$ cat src/rtl/instr_encoder_if.sv
// Instruction encoder bus: field-tuple input handshake plus the IMEM write port.
//
// Handshake rules (both channels):
//   - Field tuple: a tuple transfers on a rising clk edge where in_valid && in_ready.
//     in_ready never depends on in_valid.
//   - IMEM write: a write completes on a rising clk edge where mem_we && mem_ready.
//     While mem_we is high and mem_ready is low, mem_addr and mem_wdata stay stable.
interface instr_encoder_if #(
  parameter int ADDR_W = 8
);
  logic              in_valid;
  logic              in_ready;
  logic [1:0]        in_opcode;
  logic [2:0]        in_rx;
  logic [2:0]        in_ry;
  logic [2:0]        in_rz;
  logic [2:0]        in_func;
  logic [10:0]       in_kk;
  logic              mem_we;
  logic [ADDR_W-1:0] mem_addr;
  logic [15:0]       mem_wdata;
  logic              mem_ready;

  // Producer of tuples and consumer of IMEM writes (loader or test harness).
  modport master (
    output in_valid, in_opcode, in_rx, in_ry, in_rz, in_func, in_kk, mem_ready,
    input  in_ready, mem_we, mem_addr, mem_wdata
  );

  // The encoder itself.
  modport slave (
    input  in_valid, in_opcode, in_rx, in_ry, in_rz, in_func, in_kk, mem_ready,
    output in_ready, mem_we, mem_addr, mem_wdata
  );
endinterface

$ cat src/rtl/instr_encoder.sv
// Packs decoded instruction fields into 16-bit instruction words and streams
// them into IMEM at consecutive addresses. Inverse of the field decoder.
// One output register stage: a tuple accepted on cycle N is presented on N+1.
module instr_encoder #(
  parameter int ADDR_W = 8,
  parameter int STRICT = 1,
  parameter int ERR_W  = 8
) (
  input  logic              clk,
  input  logic              rst_n,
  input  logic              start,
  instr_encoder_if.slave    bus,
  output logic              range_err,
  output logic [ERR_W-1:0]  err_count,
  output logic [ADDR_W:0]   word_count,
  output logic              full
);

  // Number of words IMEM can hold; word_count reaching this value means full.
  localparam logic [ADDR_W:0] CAPACITY = {1'b1, {ADDR_W{1'b0}}};

  logic              mem_we_q;
  logic [15:0]       mem_wdata_q;
  logic [ADDR_W-1:0] addr_q;
  logic [15:0]       enc_word;
  logic              kk_ok;
  logic              accept;
  logic              done;
  logic              write_word;

  // Input may only be taken when the output register is free or draining this cycle.
  assign bus.in_ready  = !full && !start && (!mem_we_q || bus.mem_ready);
  assign accept        = bus.in_valid && bus.in_ready;
  assign done          = mem_we_q && bus.mem_ready;
  // Out-of-range kk words are dropped in strict mode, truncated otherwise.
  assign write_word    = kk_ok || (STRICT == 0);

  assign bus.mem_we    = mem_we_q;
  assign bus.mem_wdata = mem_wdata_q;
  assign bus.mem_addr  = addr_q;

  // Field packing per opcode and kk range check.
  always_comb begin
    enc_word = 16'h0000;
    kk_ok    = 1'b1;
    case (bus.in_opcode)
      2'd0: begin
        enc_word = {2'b00, bus.in_ry, bus.in_rx, bus.in_func, bus.in_rz, 2'b00};
      end
      2'd1: begin
        enc_word = {bus.in_kk[4:0], bus.in_rx, bus.in_func, bus.in_rz, 2'b01};
        kk_ok    = (bus.in_kk[10:5] == 6'd0);
      end
      2'd2: begin
        enc_word = {bus.in_kk, bus.in_rz, 2'b10};
      end
      default: begin
        enc_word = {bus.in_kk[7:6], bus.in_ry, bus.in_rx, bus.in_kk[5:0], 2'b11};
        kk_ok    = (bus.in_kk[10:8] == 3'd0);
      end
    endcase
  end

  // Output register: load on accept, release on completed write, dropped by start.
  always_ff @(posedge clk or negedge rst_n) begin
    if (!rst_n) begin
      mem_we_q    <= 1'b0;
      mem_wdata_q <= 16'h0000;
      range_err   <= 1'b0;
    end else if (start) begin
      mem_we_q    <= 1'b0;
      range_err   <= 1'b0;
    end else begin
      range_err <= accept && !kk_ok;
      if (accept && write_word) begin
        mem_we_q    <= 1'b1;
        mem_wdata_q <= enc_word;
      end else if (done) begin
        mem_we_q    <= 1'b0;
      end
    end
  end

  // Write address, word count and full flag advance only on completed writes.
  always_ff @(posedge clk or negedge rst_n) begin
    if (!rst_n) begin
      addr_q     <= '0;
      word_count <= '0;
      full       <= 1'b0;
    end else if (start) begin
      addr_q     <= '0;
      word_count <= '0;
      full       <= 1'b0;
    end else if (done) begin
      addr_q     <= addr_q + 1'b1;
      word_count <= word_count + 1'b1;
      if (word_count + 1'b1 == CAPACITY) begin
        full <= 1'b1;
      end
    end
  end

  // Saturating count of range errors seen on accepted tuples.
  always_ff @(posedge clk or negedge rst_n) begin
    if (!rst_n) begin
      err_count <= '0;
    end else if (start) begin
      err_count <= '0;
    end else if (accept && !kk_ok && (err_count != {ERR_W{1'b1}})) begin
      err_count <= err_count + 1'b1;
    end
  end

endmodule

$ cat src/flat_wrapper.sv
// flat-port wrapper written by rule: the top's interface ports become plain ports
module instr_encoder_flat 
#(
  parameter int ADDR_W = 8,
  parameter int STRICT = 1,
  parameter int ERR_W  = 8
)
  (clk, rst_n, start, range_err, err_count, word_count, full, bus_in_valid, bus_in_opcode, bus_in_rx, bus_in_ry, bus_in_rz, bus_in_func, bus_in_kk, bus_mem_ready, bus_in_ready, bus_mem_we, bus_mem_addr, bus_mem_wdata);
  instr_encoder_if #(.ADDR_W(ADDR_W)) bus_i ();
  input  logic clk;
  input  logic rst_n;
  input  logic start;
  output logic range_err;
  output logic [ERR_W-1:0] err_count;
  output logic [ADDR_W:0] word_count;
  output logic full;
  input wire logic [$bits(bus_i.in_valid)-1:0] bus_in_valid;
  input wire logic [$bits(bus_i.in_opcode)-1:0] bus_in_opcode;
  input wire logic [$bits(bus_i.in_rx)-1:0] bus_in_rx;
  input wire logic [$bits(bus_i.in_ry)-1:0] bus_in_ry;
  input wire logic [$bits(bus_i.in_rz)-1:0] bus_in_rz;
  input wire logic [$bits(bus_i.in_func)-1:0] bus_in_func;
  input wire logic [$bits(bus_i.in_kk)-1:0] bus_in_kk;
  input wire logic [$bits(bus_i.mem_ready)-1:0] bus_mem_ready;
  output wire logic [$bits(bus_i.in_ready)-1:0] bus_in_ready;
  output wire logic [$bits(bus_i.mem_we)-1:0] bus_mem_we;
  output wire logic [$bits(bus_i.mem_addr)-1:0] bus_mem_addr;
  output wire logic [$bits(bus_i.mem_wdata)-1:0] bus_mem_wdata;
  assign bus_i.in_valid = bus_in_valid;
  assign bus_i.in_opcode = bus_in_opcode;
  assign bus_i.in_rx = bus_in_rx;
  assign bus_i.in_ry = bus_in_ry;
  assign bus_i.in_rz = bus_in_rz;
  assign bus_i.in_func = bus_in_func;
  assign bus_i.in_kk = bus_in_kk;
  assign bus_i.mem_ready = bus_mem_ready;
  assign bus_in_ready = bus_i.in_ready;
  assign bus_mem_we = bus_i.mem_we;
  assign bus_mem_addr = bus_i.mem_addr;
  assign bus_mem_wdata = bus_i.mem_wdata;
  instr_encoder #(.ADDR_W(ADDR_W), .STRICT(STRICT), .ERR_W(ERR_W)) u_core (.clk(clk), .rst_n(rst_n), .start(start), .bus(bus_i), .range_err(range_err), .err_count(err_count), .word_count(word_count), .full(full));
endmodule
$ cat config.mk
export PLATFORM = sky130hd
export DESIGN_NAME = instr_encoder_flat
export DESIGN_NICKNAME = d
export VERILOG_FILES = /design/src/rtl/instr_encoder_if.sv /design/src/rtl/instr_encoder.sv /design/src/flat_wrapper.sv
export SDC_FILE = /design/constraint.sdc
export NUM_CORES = 1
export LEC_CHECK = 0
export BUFFER_PORTS_ARGS = -buffer_cell sky130_fd_sc_hd__buf_2
export CAP_MARGIN = 20
export CELL_PAD_IN_SITES_DETAIL_PLACEMENT = 0
export CELL_PAD_IN_SITES_GLOBAL_PLACEMENT = 1
export CORE_ASPECT_RATIO = 1.1
export CORE_UTILIZATION = 30
export CTS_CLUSTER_DIAMETER = 200
export CTS_CLUSTER_SIZE = 28
export DETAILED_ROUTE_END_ITERATION = 7
export PLACE_DENSITY = 0.76
export SLEW_MARGIN = 20
export SYNTH_ARGS = -nofsm -noshare
export SYNTH_HDL_FRONTEND = slang
export SYNTH_SLANG_ARGS = --single-unit
$ cat constraint.sdc
create_clock -name clk -period 1.5 [get_ports clk]
set_input_delay 0.15 -clock clk [delete_from_list [all_inputs] [get_ports clk]]
set_output_delay 0.15 -clock clk [all_outputs]
set_load 0.02 [all_outputs]
==> metrics.txt <==
status=complete, but fails checks; failing checks=negative setup slack; vias in the first global route=2,057; layout cell share with drive strength beyond 1=45.4%; drt via density=4.72; antenna viol nets, final=0; CTS tree=done; final hold slack=135 ps; RSZ-0062 raised after global routing=true; drt drc=0; worst path cell trace=a2111oi_4, o211ai_1, buf_4, mux2_2; total grt overflow=0; drt pass-1 iters=4; area grow syn2layout=47.4%; Avg Inst Size Synth=about 9.3 um2; initial DRC count=67; maximum vdd drop=about 0.44 mV; boundary pin count=75; Worst-Margin Slew=616 ps; global-route wire length before repair=between 9000 and 10,000 um; CP endpoint kind=flop; fmax=approximately 0.63 GHz; DIE WIDTH=around 86 um; setup TNS=-647 ps; Storage cell area=1110 um2; clock slew at reported path FFs=80 ps; hpwl dp=4430 um; slowest stage delay, CP=430 ps; PnR worst setup slack=-93.0 ps; CTS buffer count=5; clock skew=9.47 ps; H-tree depth=2; Syn Inst Count=approximately 250; Crit Path Max Fanout=5; Final Max Slew Viols=0; Total Wirelength=5970 um; worst skew pair latency=290 ps; Met3 Wirelength=405 um; Initial Utilization=31.1%; Rel. slew slack=about 59%; largest net degree at the start of global routing=33; post-synth top area cell=dfrtp_1; clk sinks=44; Setup crit start kind=flop; vias post-DR=2,234; final setup vio count=18; Die H=approximately 94 um; Root Buffer=clkbuf_8; Layout Cells excl Fill=around 470; Syn Nets=283; Final min period=between 1500 and 2000 ps; area post-placement=3110 um2; Rows=33; Synth Warn #=0; kind of critical path=reg -> reg; CP arrival=1780 ps; Final Net Count=about 400; M1 WL=2820 um; die area=8110 um2; final RePlAce weighted congestion=0.828; Unique masters post-synth=39; Seq/Total Area, Yosys=47.3%; top routing layer in use=met4; final cycle utilization of the critical path=106%; Power Total=~2700 uW; Fin. Hold Viols=0; met2 wire length=2670 um; Max Cap Viol=0; number of instances in the placed design=~460; antenna violations before repair=0; diode count=0; Filler cells=741; overall routing resource usage=15.0%; port buffer count=74; Leak=0.00174 uW; share of Yosys cell area claimed by the top area cell type=47.3%; area of the multi-input gates=1310 um2; CTS Buffer Depth=2; post-synthesis cell area=around 2300 um2; core box area=7470 um2; Hold Crit Class=in -> reg; required time worst endpoint=1680 ps; slowest CP cell=dfrtp_2; Design Area, Final=between 3000 and 4000 um2; drt wl/cell=12.6 um; power density over cell area=between 700 and 800 nW/um2; flops & latches, synth=44; Synth area leaders=dfrtp_1 47%, nand2_1 6.3%, mux2i_1 5.6%
-- power by group --
group	leakage (uW)	switching [uW]	internal [uW]
sequential	0.000581	64.2	1290
clock	0.0000422	391	327
combinational	0.00112	376	261
-- what timing repair did --
item                       in CTS  in global routing
hold buffers                    1                  0
setup endpoints to repair      30                 31
pin swaps                      21                  6
setup buffers                   3                  4
resized for setup              23                 16
hold endpoints to repair       12                  0
-- sequential cells by signal, summed over array words and instances (netlist names) --
register / count
u_core.bus.mem_addr: 8
u_core.bus.mem_wdata: 16
u_core.bus.mem_we: 1
u_core.err_count: 8
u_core.full: 1
u_core.range_err: 1
u_core.word_count: 9
-- cells by family after synthesis --
group | synth area share [%]
AND/OR/NAND/NOR | 20.2
multiplexers | 8.01
flip-flops | 47.3
adder cells (fa/ha/maj) | 2.15
buffers and inverters | 2.53
XOR/XNOR | 6.78
AO/OA/AOI/OAI | 13.0
-- final cells by class --
class                   count  area share, %
clock buffers               7           2.23
clock inverters             1          0.146
inverters                   3          0.328
multi-input cells         190           38.3
flip-flops and latches     44           32.3
well taps                 105           3.83
repair buffers            123           22.9
-- path summary, 6_finish.rpt --
path	slack [ps]	cells past startpoint	from	endpoint
max	-90	4	u_core.bus.mem_we	u_core.bus.mem_wdata[1]
min	130	3	bus_in_rz[2]	u_core.bus.mem_wdata[4]
max reg2reg	-90	4	u_core.bus.mem_we	u_core.bus.mem_wdata[1]
min reg2reg	480	2	u_core.bus.mem_wdata[13]	u_core.bus.mem_wdata[13]
max in group asynchronous	730	3	rst_n	u_core.word_count[0]
min in group asynchronous	280	2	rst_n	u_core.range_err
-- cell usage after synthesis --
cell,n
dfrtp_1,44
nand2_1,39
nor2_1,23
o21ai_0,21
mux2i_1,13
xor2_1,11
a21oi_1,10
clkbuf_1,9
nand3_1,9
nand4_1,7
xnor2_1,7
mux2_2,5
nand2b_1,5
o21ai_1,5
and3_1,4
ha_1,4
and2_1,3
nor3_1,3
or3_1,3
a211oi_1,2
buf_2,2
inv_1,2
nor4_1,2
a2111oi_4,1
a211o_1,1
a21o_1,1
a22oi_1,1
a311oi_1,1
a31oi_1,1
buf_1,1
inv_2,1
nand4_2,1
nand4b_1,1
nor2b_1,1
o211ai_1,1
o21bai_1,1
o31a_1,1
o31ai_1,1
o41ai_1,1
-- worst max-delay path, delay by kind of cell, from the launching register on --
kind	cells	cell delay, ps
flip-flops	1	430
buffers and inverters	1	200
AO/OA/AOI/OAI	2	590
multiplexers	1	260
-- per-stage QoR --
step	utilization (%)	setup WS, ps
2_1_floorplan	-	-159
3_3_place_gp	41.7	-97.8
3_5_place_dp	41.7	-177
4_1_cts	44.6	-115
5_1_grt	45.9	-164
6_report	45.9	-93.0
-- metal layers --
| metal | vias up | global-route usage, % |
|---|---|---|
| li1 | 1101 | - |
| met1 | 1043 | 20.6 |
| met2 | 80 | 23.5 |
| met3 | 10 | 3.93 |
| met4 | 0 | 4.17 |
| met5 | - | 0 |
-- layout by cell type (no fill, tap or decap), types with 2 or more instances in the layout --
cell type | netlist | layout
ha_4 | 0 | 2
o21ai_2 | 0 | 5
o21ai_0 | 21 | 11
nand4_1 | 7 | 7
and2_4 | 0 | 3
clkbuf_8 | 0 | 5
or3_1 | 3 | 2
nand2b_1 | 5 | 5
xnor2_1 | 7 | 6
nand3_2 | 0 | 2
nor3_1 | 3 | 2
nand2_1 | 39 | 36
o21ai_1 | 5 | 10
a21oi_2 | 0 | 4
buf_2 | 2 | 73
buf_6 | 0 | 8
ha_1 | 4 | 2
inv_1 | 2 | 2
nand3_1 | 9 | 6
nor2_1 | 23 | 23
xor2_1 | 11 | 11
mux2i_1 | 13 | 13
clkbuf_1 | 9 | 2
and3_1 | 4 | 4
buf_4 | 0 | 40
a21oi_1 | 10 | 6
nand2_2 | 0 | 2
dfrtp_2 | 0 | 5
dfrtp_1 | 44 | 39
mux2_2 | 5 | 5
Note: power is estimated with default switching activity, not from simulation.
